===== config.mk =====
export PLATFORM = sky130hd
export DESIGN_NAME = laser_fire_scheduler
export DESIGN_NICKNAME = d
export VERILOG_FILES = /design/src/rtl/laser_fire_scheduler.sv
export SDC_FILE = /design/constraint.sdc
export NUM_CORES = 1
export LEC_CHECK = 0
export BUFFER_PORTS_ARGS = -buffer_cell sky130_fd_sc_hd__buf_2
export CORE_MARGIN = 3
export CORE_UTILIZATION = 45
export DETAILED_ROUTE_END_ITERATION = 10
export HOLD_SLACK_MARGIN = 0.06
export PLACE_DENSITY = 0.62
export SYNTH_ARGS = -nofsm -noshare
export SYNTH_HDL_FRONTEND = slang
export SYNTH_SLANG_ARGS = --single-unit

===== constraint.sdc =====
create_clock -name clock -period 5.9 [get_ports clock]
set_input_delay 1.475 -clock clock [delete_from_list [all_inputs] [get_ports clock]]
set_output_delay 1.475 -clock clock [all_outputs]
set_load 0.03 [all_outputs]

===== src/rtl/laser_fire_scheduler.sv =====
// laser_fire_scheduler: round-robin sharing of one laser emitter
// between NUM_REQ active-low triggers, with FIRE then COOLDOWN windows.
// Optional feature macro: LASER_REQ_SYNC_EN (2-flop input synchronizers).
module laser_fire_scheduler #(
    parameter int NUM_REQ    = 4,
    parameter int CNT_W      = 32,
    parameter int ON_CYCLES  = 100000000,
    parameter int OFF_CYCLES = 100000000
) (
    input  logic               clock,
    input  logic               resetn,
    input  logic [NUM_REQ-1:0] req_n,
    input  logic               arm,
    output logic               laser_on,
    output logic [NUM_REQ-1:0] grant,
    output logic [2:0]         owner_idx,
    output logic               busy,
    output logic               fire_done
);

    typedef enum logic [1:0] {
        IDLE = 2'd0,
        FIRE = 2'd1,
        COOL = 2'd2
    } state_t;

    localparam logic [CNT_W-1:0] ON_LAST  = CNT_W'(ON_CYCLES - 1);
    localparam logic [CNT_W-1:0] OFF_LAST = CNT_W'(OFF_CYCLES - 1);
    localparam logic [3:0]       N4       = 4'(NUM_REQ);

    // request/arm as seen by the scheduler
    logic [NUM_REQ-1:0] req_act;
    logic               arm_act;

`ifdef LASER_REQ_SYNC_EN
    logic [NUM_REQ-1:0] req_s1_q;
    logic [NUM_REQ-1:0] req_s2_q;
    logic               arm_s1_q;
    logic               arm_s2_q;

    // two-stage synchronizers; idle values mean "no request, disarmed"
    always_ff @(posedge clock or negedge resetn) begin
        if (!resetn) begin
            req_s1_q <= '1;
            req_s2_q <= '1;
            arm_s1_q <= 1'b0;
            arm_s2_q <= 1'b0;
        end else begin
            req_s1_q <= req_n;
            req_s2_q <= req_s1_q;
            arm_s1_q <= arm;
            arm_s2_q <= arm_s1_q;
        end
    end

    assign req_act = ~req_s2_q;
    assign arm_act = arm_s2_q;
`else
    assign req_act = ~req_n;
    assign arm_act = arm;
`endif

    state_t             state_q, state_d;
    logic [CNT_W-1:0]   cnt_q, cnt_d;
    logic               laser_q, laser_d;
    logic [NUM_REQ-1:0] grant_q, grant_d;
    logic [2:0]         owner_q, owner_d;
    logic               busy_q, busy_d;
    logic               done_q, done_d;
    logic [2:0]         ptr_q, ptr_d;

    logic [2*NUM_REQ-1:0] req_dbl;
    logic [NUM_REQ-1:0]   req_rot;
    logic                 win_vld;
    logic [3:0]           win_sum;
    logic [3:0]           nxt_sum;
    logic [2:0]           win_idx;
    logic [2:0]           win_nxt;

    // round-robin pick: first active request at or above the pointer
    always_comb begin
        req_dbl = {req_act, req_act};
        req_rot = NUM_REQ'(req_dbl >> ptr_q);
        win_vld = 1'b0;
        win_sum = '0;
        for (int k = 0; k < NUM_REQ; k++) begin
            if (!win_vld && req_rot[k]) begin
                win_vld = 1'b1;
                win_sum = {1'b0, ptr_q} + 4'(k);
            end
        end
        if (win_sum >= N4) begin
            win_sum = win_sum - N4;
        end
        win_idx = win_sum[2:0];
        nxt_sum = win_sum + 4'd1;
        if (nxt_sum == N4) begin
            nxt_sum = '0;
        end
        win_nxt = nxt_sum[2:0];
    end

    // next-state and registered-output logic
    always_comb begin
        state_d = state_q;
        cnt_d   = cnt_q;
        laser_d = laser_q;
        grant_d = grant_q;
        owner_d = owner_q;
        busy_d  = busy_q;
        done_d  = 1'b0;
        ptr_d   = ptr_q;
        unique case (state_q)
            IDLE: begin
                if (arm_act && win_vld) begin
                    state_d = FIRE;
                    cnt_d   = '0;
                    laser_d = 1'b1;
                    grant_d = NUM_REQ'(1) << win_idx;
                    owner_d = win_idx;
                    busy_d  = 1'b1;
                    ptr_d   = win_nxt;
                    done_d  = (ON_LAST == '0);
                end
            end
            FIRE: begin
                if (cnt_q == ON_LAST) begin
                    state_d = COOL;
                    cnt_d   = '0;
                    laser_d = 1'b0;
                    grant_d = '0;
                end else if (!arm_act) begin
                    // abort: the shot ends here, done marks the cut-off
                    state_d = COOL;
                    cnt_d   = '0;
                    laser_d = 1'b0;
                    grant_d = '0;
                    done_d  = 1'b1;
                end else begin
                    cnt_d  = cnt_q + CNT_W'(1);
                    done_d = ((cnt_q + CNT_W'(1)) == ON_LAST);
                end
            end
            COOL: begin
                if (cnt_q == OFF_LAST) begin
                    state_d = IDLE;
                    cnt_d   = '0;
                    busy_d  = 1'b0;
                end else begin
                    cnt_d = cnt_q + CNT_W'(1);
                end
            end
            default: begin
                state_d = IDLE;
                cnt_d   = '0;
                laser_d = 1'b0;
                grant_d = '0;
                busy_d  = 1'b0;
            end
        endcase
    end

    // state and output registers
    always_ff @(posedge clock or negedge resetn) begin
        if (!resetn) begin
            state_q <= IDLE;
            cnt_q   <= '0;
            laser_q <= 1'b0;
            grant_q <= '0;
            owner_q <= '0;
            busy_q  <= 1'b0;
            done_q  <= 1'b0;
            ptr_q   <= '0;
        end else begin
            state_q <= state_d;
            cnt_q   <= cnt_d;
            laser_q <= laser_d;
            grant_q <= grant_d;
            owner_q <= owner_d;
            busy_q  <= busy_d;
            done_q  <= done_d;
            ptr_q   <= ptr_d;
        end
    end

    assign laser_on  = laser_q;
    assign grant     = grant_q;
    assign owner_idx = owner_q;
    assign busy      = busy_q;
    assign fire_done = done_q;

endmodule


==> flow_summary.ini <==
[clocking]
cts_resized = 0
clk_pin_slew_worst_paths_ns = 0.10
hold_buffers = 0
cts.sinks = 47
cts_setup_buffers = 0
h-tree-depth = 2
cts_buffer_depth = 2
clk-insertion-delay-late_ns = 0.31
cts_buffers = 5
cts_root_buf = clkbuf_8
cts_tree = done

[synthesis]
async_reset_ff_share_pct = 100
syn_inst = 423
syn_nets = 444
synth_seq_cells = 47
avgSynthCellArea_sq_um = 8.73
ys.flop_type = dfrtp_1
seq_area_frac_synth_pct = 31.8
synth-edff-count = 0
netlist_area_sq_um = 3690
synth_cell_type_count = 68
ys_warn_count = 0

[detailed_routing]
wl_met1_microns = 4430
vias = 3208
top_layer = met4
wirelength_microns = 8780
wl_met2_microns = 3960
drc = 0
drt_first_iter_violations = 226
wl_met3_microns = 295
post_drt_wl_per_cell_microns = 16.7
viasPerCell = 6.09
antenna_left = 0
drt_pre_antenna_iters = 4

[layout]
final_nets = 445
area_delta_synth_final_pct = 5.59
fin_cells = 527
drive_above_1_share_pct = 17.4
fillers = 750
layout_commonest_cell = dfrtp_1
diodes = 0
final_cell_mix = dfrtp_1, nand2_1, o21ai_0, nor2_1, nand3_1
fin_util_pct = 49.7

[worst_setup_path]
critPathKind = reg2reg
worst-path-max-fanout = 27
crit_required_ns = 6.08
cp-end-kind = flip-flop
critPathLaunchType = flip-flop
arrival_ns = 4.08

[timing]
timing.hold.ws_ns = 0.497
slew-limit-headroom_pct = 27.8
fmaxAchievable_mhz = 256
rsz0062_at_grt = false
timing.final.crit_share_pct = 66.2
maxSlewViolCount = 0
period_minus_slack_ns = 3.90
final.setup.tns_ns = 0
worst_pin_slew_ns = 1.08
setup_viol = 0
hold_violations = 0
finalClockSkew_ns = 0.0114

[power]
ir_worst_vdd_v = 0.000127
p_leak_uw = 0.00158
pwr_density_cell_nw_per_um2 = 370

[die]
initial_utilization_pct = 47.1
io_pins = 17
rows = 32
core_region_area_sq_um = 7850
die_area_sq_um = 9330
die_w_microns = 96.6
die_y_microns = 96.6

[job]
max-cap-violations = 0

[placement]
gp_congestion = 0.887
io_buffers = 16
dp.final_hpwl_microns = 6190
placed_cells = 519

[global_routing]
grt_overflow = 0
track_usage_pct = 19.7
first_global_vias = 3010
grt_max_degree = 48
grt_pass1_wl_microns = 14700
antenna_found_initial = 0

[worst_hold_path]
hp-class = reg2reg

[status]
status = finished, final reports clean
metal layers:
layer	vias to the layer above	track usage, %
met3	13	2.87
met1	1537	27.6
met5	-	0
met4	0	4.91
met2	66	32.0
li1	1592	-
final timing paths:
check                                from         end  slack, ns  cells past startpoint
worst min-delay path             grant[2]    grant[2]       0.50                      1
worst min register to register   grant[2]    grant[2]       0.50                      1
worst max-delay path            cnt_q[25]   cnt_q[10]       2.00                      7
worst max register to register  cnt_q[25]   cnt_q[10]       2.00                      7
max in group asynchronous          resetn    cnt_q[8]       3.87                      1
min in group asynchronous          resetn  state_q[0]       1.36                      1
state kept, by name, summed over array words and instances (netlist names):
register,count
busy,1
fire_done,1
ptr_q,3
state_q,2
owner_idx,3
cnt_q,32
grant,4
laser_on,1
cell type report:
type	instances	area, sq um	share of cell area [%]
clock inverter	3	46.3	1.19
multi-input combinational	332	2310	59.2
timing repair buffer	19	103	2.63
sequential	47	1180	30.2
clock buffer	5	68.8	1.76
inverter	19	71.3	1.83
tap	102	128	3.27
report_power, final:
| part | total (uW) | switching (uW) | internal (uW) |
|---|---|---|---|
| clock | 249 | 121 | 128 |
| combinational | 754 | 481 | 273 |
| sequential | 441 | 72.5 | 368 |
stage by stage:
stage	cell area, sq um	worst slack (ns)	power [uW]
global placement	3780	1.73	1190
detailed placement	3780	1.70	1200
global route	3900	1.75	1560
CTS	3900	2.02	1450
finish	3900	2.00	1440
floorplan	3690	2.27	1030
critical path, stage by stage, from the launching register on:
cell     delay (ns)
dfrtp_1        0.45
or3b_1         0.46
nor4_1         0.64
a31oi_1        0.42
nand2_2        0.55
or2_1          0.71
buf_4          0.42
o31ai_2        0.10
synth_stat cells, types with 3 or more instances:
master,n,area [sq um]
o31ai_1,3,22.5
ha_1,14,175
dfrtp_1,47,1180
a31oi_1,7,43.8
and3_1,11,68.8
nor3_1,13,65.1
nor2_1,27,101
or3b_1,3,26.3
clkbuf_1,7,26.3
nand4_1,6,37.5
o41ai_2,5,81.3
mux2i_1,5,50.1
nor2b_1,4,25.0
xnor2_1,5,43.8
buf_2,12,60.1
a32o_1,3,30.0
buf_4,4,30.0
nor4_1,6,37.5
nand3_1,24,120
and4_1,5,43.8
o21ai_0,30,150
a21oi_1,22,110
a21o_1,3,22.5
nand2_1,32,120
inv_1,17,63.8
a211oi_1,6,45.0
mux2_2,5,56.3
o221ai_1,4,35.0
o31ai_2,22,275
nand2b_1,4,25.0
o21ai_1,15,75.1
o211ai_1,3,22.5
and2_1,4,25.0
logic make-up after synthesis:
| logic type | after synthesis | share of synthesized area (%) |
|---|---|---|
| simple gates | 161 | 23.8 |
| buf+inv | 44 | 5.69 |
| fa+ha+maj | 14 | 4.74 |
| xor+xnor | 7 | 1.66 |
| mux | 11 | 3.49 |
| compound gates | 139 | 28.8 |
| flops | 47 | 31.8 |
Power figures use the tool's default switching activity.
